===== config.mk =====
export PLATFORM = sky130hd
export DESIGN_NAME = riscv_uart_tx
export DESIGN_NICKNAME = d
export VERILOG_FILES = /design/src/rtl/riscv_uart_tx.sv
export SDC_FILE = /design/constraint.sdc
export NUM_CORES = 1
export LEC_CHECK = 0
export BUFFER_PORTS_ARGS = -buffer_cell sky130_fd_sc_hd__buf_4
export CAP_MARGIN = 20
export CELL_PAD_IN_SITES_DETAIL_PLACEMENT = 1
export CELL_PAD_IN_SITES_GLOBAL_PLACEMENT = 1
export CORE_ASPECT_RATIO = 1.1
export CORE_MARGIN = 1.5
export CORE_UTILIZATION = 40
export CTS_BUF_LIST = sky130_fd_sc_hd__clkbuf_4 sky130_fd_sc_hd__clkbuf_8
export DETAILED_ROUTE_END_ITERATION = 6
export PLACE_DENSITY = 0.6
export SETUP_SLACK_MARGIN = 0.2
export SLEW_MARGIN = 10
export SYNTH_ARGS = -nofsm -noshare
export SYNTH_HDL_FRONTEND = slang
export SYNTH_SLANG_ARGS = --single-unit

===== constraint.sdc =====
create_clock -name clk -period 3.27 [get_ports clk]
set_input_delay 0.327 -clock clk [delete_from_list [all_inputs] [get_ports clk]]
set_output_delay 0.327 -clock clk [all_outputs]
set_load 0.1 [all_outputs]

===== src/rtl/riscv_uart_tx.sv =====
// riscv_uart_tx: memory-mapped 8N1 UART transmitter with a byte FIFO.
// The io bridge pushes bytes at store time. The FSM pops them one at a time
// and shifts each one out LSB first. All status outputs come from registers.
module riscv_uart_tx #(
  parameter int CLK_FREQ_HZ = 23000000,
  parameter int BAUD        = 128000,
  parameter int FIFO_DEPTH  = 8
) (
  input  logic                          clk,
  input  logic                          rst,
  input  logic                          wr_en,
  input  logic [7:0]                    wr_data,
  input  logic                          clr_ovf,
  output logic                          fifo_full,
  output logic                          fifo_empty,
  output logic [$clog2(FIFO_DEPTH):0]   fifo_count,
  output logic                          tx_busy,
  output logic                          ovf,
  output logic                          tx
);

  localparam int CLKS_PER_BIT = CLK_FREQ_HZ / BAUD;
  localparam int CNT_W        = (CLKS_PER_BIT > 1) ? $clog2(CLKS_PER_BIT) : 1;
  localparam int PTR_W        = $clog2(FIFO_DEPTH);

  localparam logic [CNT_W-1:0] BAUD_LAST = CNT_W'(CLKS_PER_BIT - 1);
  localparam logic [CNT_W-1:0] BAUD_ONE  = CNT_W'(1);
  localparam logic [PTR_W:0]   DEPTH_CNT = (PTR_W + 1)'(FIFO_DEPTH);
  localparam logic [PTR_W:0]   CNT_ONE   = (PTR_W + 1)'(1);
  localparam logic [PTR_W-1:0] PTR_ONE   = PTR_W'(1);

  typedef enum logic [1:0] {
    IDLE  = 2'd0,
    START = 2'd1,
    DATA  = 2'd2,
    STOP  = 2'd3
  } state_t;

  state_t           state;
  logic [CNT_W-1:0] baud_cnt;
  logic [2:0]       bit_idx;
  logic [2:0]       next_idx;
  logic [7:0]       sh;

  logic [7:0]       mem [FIFO_DEPTH];
  logic [PTR_W-1:0] wr_ptr;
  logic [PTR_W-1:0] rd_ptr;

  logic push;
  logic pop;
  logic drop;
  logic baud_last;

  // Full and empty are decoded from the registered count, so they change
  // one cycle after the edge that caused them.
  assign fifo_full  = (fifo_count == DEPTH_CNT);
  assign fifo_empty = (fifo_count == '0);

  // A write that arrives while the FIFO is full is dropped. This holds even
  // when a pop happens on the same edge.
  assign push      = wr_en && !fifo_full;
  assign drop      = wr_en && fifo_full;
  assign pop       = (state == IDLE) && !fifo_empty;
  assign baud_last = (baud_cnt == BAUD_LAST);
  assign next_idx  = bit_idx + 3'd1;

  // Byte storage: written on push and read by the FSM when it pops.
  // NOTE: the storage array has no reset. Only the pointers and the count
  // define which entries are valid, so resetting the array would only add
  // reset fan-out.
  always_ff @(posedge clk) begin
    if (push) begin
      mem[wr_ptr] <= wr_data;
    end
  end

  // FIFO pointers, occupancy count and the sticky overflow flag.
  // NOTE: every register is updated with non-blocking assignments. Each
  // block then sees the values from before the edge, which is what the
  // push/pop/full decisions rely on.
  always_ff @(posedge clk) begin
    if (rst) begin
      wr_ptr     <= '0;
      rd_ptr     <= '0;
      fifo_count <= '0;
      ovf        <= 1'b0;
    end else begin
      if (push) wr_ptr <= wr_ptr + PTR_ONE;
      if (pop)  rd_ptr <= rd_ptr + PTR_ONE;
      case ({push, pop})
        2'b10:   fifo_count <= fifo_count + CNT_ONE;
        2'b01:   fifo_count <= fifo_count - CNT_ONE;
        default: fifo_count <= fifo_count;
      endcase
      // Setting the flag takes priority over clearing it, so a drop that
      // coincides with clr_ovf is never lost.
      if (drop)         ovf <= 1'b1;
      else if (clr_ovf) ovf <= 1'b0;
    end
  end

  // Frame FSM: START, then eight DATA bits LSB first, then STOP. Each bit is
  // held for CLKS_PER_BIT cycles. tx and tx_busy are registered outputs.
  always_ff @(posedge clk) begin
    if (rst) begin
      state    <= IDLE;
      baud_cnt <= '0;
      bit_idx  <= '0;
      sh       <= '0;
      tx       <= 1'b1;
      tx_busy  <= 1'b0;
    end else begin
      case (state)
        IDLE: begin
          tx <= 1'b1;
          if (pop) begin
            sh       <= mem[rd_ptr];
            baud_cnt <= '0;
            state    <= START;
            tx       <= 1'b0;
            tx_busy  <= 1'b1;
          end
        end
        START: begin
          if (baud_last) begin
            baud_cnt <= '0;
            bit_idx  <= '0;
            state    <= DATA;
            tx       <= sh[0];
          end else begin
            baud_cnt <= baud_cnt + BAUD_ONE;
          end
        end
        DATA: begin
          if (baud_last) begin
            baud_cnt <= '0;
            if (bit_idx == 3'd7) begin
              state <= STOP;
              tx    <= 1'b1;
            end else begin
              bit_idx <= next_idx;
              tx      <= sh[next_idx];
            end
          end else begin
            baud_cnt <= baud_cnt + BAUD_ONE;
          end
        end
        STOP: begin
          if (baud_last) begin
            baud_cnt <= '0;
            state    <= IDLE;
            tx_busy  <= 1'b0;
          end else begin
            baud_cnt <= baud_cnt + BAUD_ONE;
          end
        end
        default: begin
          state   <= IDLE;
          tx      <= 1'b1;
          tx_busy <= 1'b0;
        end
      endcase
    end
  end

endmodule

# [After elaboration in Yosys (flattened, before gate mapping)]
# Memories as Yosys holds them, arrays and structs flattened. A register that Yosys moved wholly into a read port is not among the register bits.
# Index checks and enable logic that the tools add are counted.
[word_totals] reg_bits=26 mem_bits_rw=64 in_bits=12 out_inout_bits=9 word_cells=77 n_memories=1
[op_classes] add_sub_neg=6 magnitude_cmp=1 eq_ne=14 mux=28 n_reduce_logical=18
[memory_table] name="mem" words=8 word_bits=8 rd=1 rd_ports_with_merged_regs=1 write_ports=1 line="45" text="logic [7:0] mem [FIFO_DEPTH];"
[op_table] op="8-bit two-way mux" n=2
[op_table] op="8-bit one-hot mux with 2 select lines" n=1
[op_table] op="2-bit inequality test (second input constant)" n=6
[op_table] op="1-bit two-way mux" n=11
[op_table] op="2-bit two-way mux" n=5
[op_table] op="3-bit by 1-bit adder with 3-bit output (second input constant)" n=3
[op_table] op="3-bit two-way mux" n=3
[op_table] op="8-bit by 1-bit adder with 8-bit output (second input constant)" n=1
[op_table] op="8-bit == test (second input constant)" n=1
[op_table] op="2-bit one-hot mux with 4 select lines" n=1
[op_table] op="4-bit one-hot mux with 2 select lines" n=1
[op_table] op="2-bit nonzero test" n=4
[op_table] op="2-bit == test (second input constant)" n=3
[op_table] op="3-bit one-hot mux with 2 select lines" n=1
[op_table] op="3-bit AND reduction" n=2
[op_table] op="5-bit AND reduction" n=1
[op_table] op="4-bit by 1-bit adder with 4-bit output (second input constant)" n=1
[op_table] op="2-bit by 1-bit == test with 1-bit output (second input constant)" n=2
[op_table] op="4-bit == test (second input constant)" n=1
[op_table] op="4-bit logical NOT" n=1
[op_table] op="3-bit by 4-bit less-than comparator with 1-bit output (second input constant)" n=1
[op_table] op="4-bit AND reduction" n=1
[op_table] op="4-bit by 1-bit subtractor with 4-bit output (second input constant)" n=1
[op_table] op="1-bit binary-select mux with 3-bit select" n=1
[op_table] op="other kinds (9)" n=12

# [Depth between registers and ports, before layout]
[depth] ltp_word=6 ltp_mapped=12 ltp_nobuf=11

# [Least setup slack after synthesis]
# No wires, ideal clock.
[synth_path] path_kind="register -> register" start="reg fifo_count[3]" end="reg fifo_count[2]" t_arrival_ns=2.894 required_time_ns=3.200 slack_ns=0.306 stages_incl_launch_ff=11 synth_period_minus_slack_ns=2.964 cell_sequence="dfxtp_1 -> or4b_1 -> buf_2 -> nand2_2 -> ha_1 -> xor2_1 -> ha_1 -> a21oi_1 -> xor2_1 -> or3_1 -> a21oi_1"
[synth_via] elab_chain_cells=5
[synth_lines] element="start, declared" line="16" text="output logic [$clog2(FIFO_DEPTH):0] fifo_count,"
[synth_lines] element="start signal, assigned" line="91" text="2'b10: fifo_count <= fifo_count + CNT_ONE;"
[synth_lines] element="start signal, assigned" line="92" text="2'b01: fifo_count <= fifo_count - CNT_ONE;"
[synth_lines] element="start signal, assigned" line="93" text="default: fifo_count <= fifo_count;"
[synth_lines] element="4-bit == test / 4-bit logical NOT (equally long branches)" line="56, 57"
[synth_lines] element="1-bit logical NOT (on tied branches)" line="61, 63"
[synth_lines] element="1-bit logical AND (on tied branches)" line="61, 63"
[synth_lines] element="2-bit by 1-bit == test with 1-bit output / 2-bit == test (equally long branches)" line="90" text="case ({push, pop})"
[synth_lines] element="4-bit one-hot mux with 2 select lines / 2-bit nonzero test (equally long branches)"
# Several ways; a longest one is shown, not always the timed one.
# A chain may end at the register's enable or synchronous reset.

# [Final worst setup path]
[layout_path] start="reg fifo_count[1]" end="reg fifo_count[2]"
# Same word-level chain as after synthesis.

==> results.sh <==
export IMPL_critPathCaptureType="register"
export IMPL_critPathArrivalTime_ns=2.94
export IMPL_clock_skew_final_ns=0.0151
export IMPL_rows=39
export IMPL_cts_resized=0
export IMPL_slew_headroom_pct=40.5
export IMPL_ioPinCount=21
export IMPL_drtPass1Iterations=4
export IMPL_required_ns=3.56
export IMPL_r2r_start="fifo_count[1]$_SDFFE_PP0P_"
export IMPL_yosys_warnings=0
export IMPL_diodes=0
export IMPL_final_seq_area_mm2=0.00260
export IMPL_final_cell_mix="64 x edfxtp_1, 34 x dfxtp_1, 30 x buf_4, 22 x nor2_1, 18 x mux4_2"
export IMPL_synth_cell_type_count=52
export IMPL_syn_nets=324
export IMPL_multiInputGateArea_mm2=0.00151
export IMPL_hold_class="in2reg"
export IMPL_grt_pass1_vias=2562
export IMPL_worstSetupPathType="reg2reg"
export IMPL_ys_seq_elements=98
export IMPL_status="complete, no violations"
export IMPL_async_flop_share_pct=0
export IMPL_grt_max_degree=34
export IMPL_detail_route_iter0_violations=84
export IMPL_met1_usage_pct=21.4
export IMPL_cts_tree="built"
export IMPL_syn_area_per_cell_um2=14.2
export IMPL_worst_pin_slew_ns=0.892
export IMPL_crit_fanout=9
export IMPL_grt_setup_unrepaired="false"
export IMPL_cts_setup_buffers=0
export IMPL_finalCritPeriodShare_pct=80.9
export IMPL_fillCellCount=1075
export IMPL_drtAntennaViolNets=0
export IMPL_cp_start_kind="register"
export IMPL_crit_path_max_incr_delay_ns=0.66
export IMPL_area_growth_pct=12.2
export IMPL_crit_chain="or4b_1 > nand2_2 > ha_1 > xor2_1 > ha_1 > a21oi_1 > xor2_1 > or3_1 > a21oi_1"
export IMPL_setup_viol=0
export IMPL_layout_drive_gt1_share_pct=23.4
export IMPL_vias=2473
export IMPL_yosysSeqAreaShare_pct=61.4
export IMPL_maxSlewViolCount=0
export IMPL_postLayoutCellArea_mm2=0.00475
export IMPL_wirelength_mm=8.28
export IMPL_drv_cap=0
export IMPL_busiest_layer="met2"
export IMPL_slowest_stage="or4b_1"
export IMPL_root_buffer="clkbuf_8"
export IMPL_cts_buffer_depth=2
export IMPL_drc=0
export IMPL_core_area_mm2=0.0103
export IMPL_port_buffers=20
export IMPL_syn_inst=299
export IMPL_nets=349
export IMPL_min_delay_start="wr_data[6]"
export IMPL_die_h_um=111
export IMPL_ir_drop_v=0.000391
export IMPL_gr_total_overflow=0
export IMPL_grt_usage_pct=16.1
export IMPL_clock_latency_ns=0.36
export IMPL_synthFlopType="edfxtp_1"
export IMPL_final_cells=472
export IMPL_dpl_hpwl_mm=5.44
export IMPL_synth_edff_count=64
export IMPL_use_met3_pct=2.77
export IMPL_fmax_ghz=0.378
export IMPL_clock_sinks=98
export IMPL_wl_per_cell_um=17.6
export IMPL_syn_area_mm2=0.00424
export IMPL_initial_core_util_pct=40.9
export IMPL_clk_pin_slew_ns=0.11
export IMPL_startpoint="fifo_count[1]$_SDFFE_PP0P_"
export IMPL_layout_min_cycle_time_ns=2.65
export IMPL_vias_per_cell=5.24
export IMPL_p_leak_nw=1.65
export IMPL_die_area_mm2=0.0112
export IMPL_layout_commonest_cell="edfxtp_1"
export IMPL_placed_cells=456
export IMPL_cts_htree_levels=3
export IMPL_hold_buffers=0
export IMPL_cellPowerDensity_mw_per_mm2=854
export IMPL_grt_pass1_wl_mm=13.5
export IMPL_antenna_found_initial=0
export IMPL_hold_viol=0
export IMPL_finalSetupTns_ns=0
export IMPL_die_w_um=101
export IMPL_cts_buffers=9
export IMPL_dpl_cell_area_mm2=0.00454
export IMPL_grt_use_met2_pct=26.1
export IMPL_gp_congestion=0.698
## cell type report
type / instances / share of cell area (%)
Timing Repair Buffer: 30 / 4.74
Sequential cell: 98 / 54.8
Multi-Input combinational cell: 177 / 31.7
Clock inverter: 7 / 1.74
Clock buffer: 9 / 2.61
Inverter: 8 / 0.658
Tap cell: 143 / 3.77
## registers in the layout (all words and copies together), names as in the netlist, 2 cells and up
register,flops
baud_cnt,8
rd_ptr,3
state,2
bit_idx,3
fifo_count,4
mem,64
wr_ptr,3
sh,8
## path summary, 6_finish.rpt
path | to | slack [ns] | depth (start not counted)
setup / recovery | fifo_count[2]$_SDFFE_PP0P_ | 0.62 | 9
hold / removal | mem[4][6]$_DFFE_PP_ | 0.19 | 1
setup reg to reg | fifo_count[2]$_SDFFE_PP0P_ | 0.62 | 9
hold reg to reg | bit_idx[1]$_SDFFE_PP0P_ | 0.48 | 2
## critical path, delay by kind of cell (launching register included)
family | cells | cell delay, ns
fa+ha+maj | 2 | 0.45
compound gates | 2 | 0.18
flops | 1 | 0.41
xor+xnor | 2 | 0.33
simple gates | 3 | 1.20
## where the power goes
| part | internal, mW | switching (mW) | total, mW |
|---|---|---|---|
| Clock | 0.367 | 0.451 | 0.819 |
| Sequential | 1.48 | 0.145 | 1.63 |
| Combinational | 0.581 | 1.03 | 1.61 |
## metrics by stage
step | setup WS, ns | hold WS [ns] | util, % | power, mW
after detailed placement | 0.654 | 0.467 | 43.9 | 3.29
after global routing | 0.449 | 0.186 | 45.9 | 4.32
after global placement | 0.683 | 0.458 | 43.9 | 3.27
after CTS | 0.613 | 0.171 | 45.9 | 4.11
final | 0.624 | 0.192 | 45.9 | 4.06
after floorplan | 0.306 | 0.426 | - | 2.99
## synth_stat cells, types with 3 or more instances
cell type | number | share of area (%)
nand2_1 | 13 | 1.2
nand3_1 | 10 | 1.2
clkbuf_1 | 7 | 0.62
mux2i_1 | 10 | 2.4
xor2_1 | 5 | 1.0
mux4_2 | 18 | 9.6
nor3_1 | 7 | 0.83
nor2_1 | 22 | 1.9
dfxtp_1 | 34 | 16
edfxtp_1 | 64 | 45
o21ai_0 | 5 | 0.59
a311oi_1 | 5 | 1.0
buf_2 | 3 | 0.35
a21oi_1 | 16 | 1.9
nand2b_1 | 6 | 0.89
ha_1 | 13 | 3.8
a211oi_1 | 8 | 1.4
inv_1 | 6 | 0.53
buf_6 | 4 | 1.1
nor2b_1 | 4 | 0.59
## logic make-up (layout without fill, tap and decap cells)
kind of cell             after synthesis  in the layout  synth area share, %
XOR/XNOR                               7              7                 1.62
adder cells (fa/ha/maj)               13             13                 3.84
AO/OA/AOI/OAI                         49             49                 7.86
AND/OR/NAND/NOR                       79             79                 9.90
buffers and inverters                 24             54                 3.13
multiplexers                          29             29                 12.2
flip-flops                            98             98                 61.4
## per-layer routing
metal	vias up	part of all wire [%]
met1	1231	46
met5	-	0
li1	1195	-
met2	36	50
met3	11	2.4
met4	0	1.7
(Power assumes the default switching activity.)
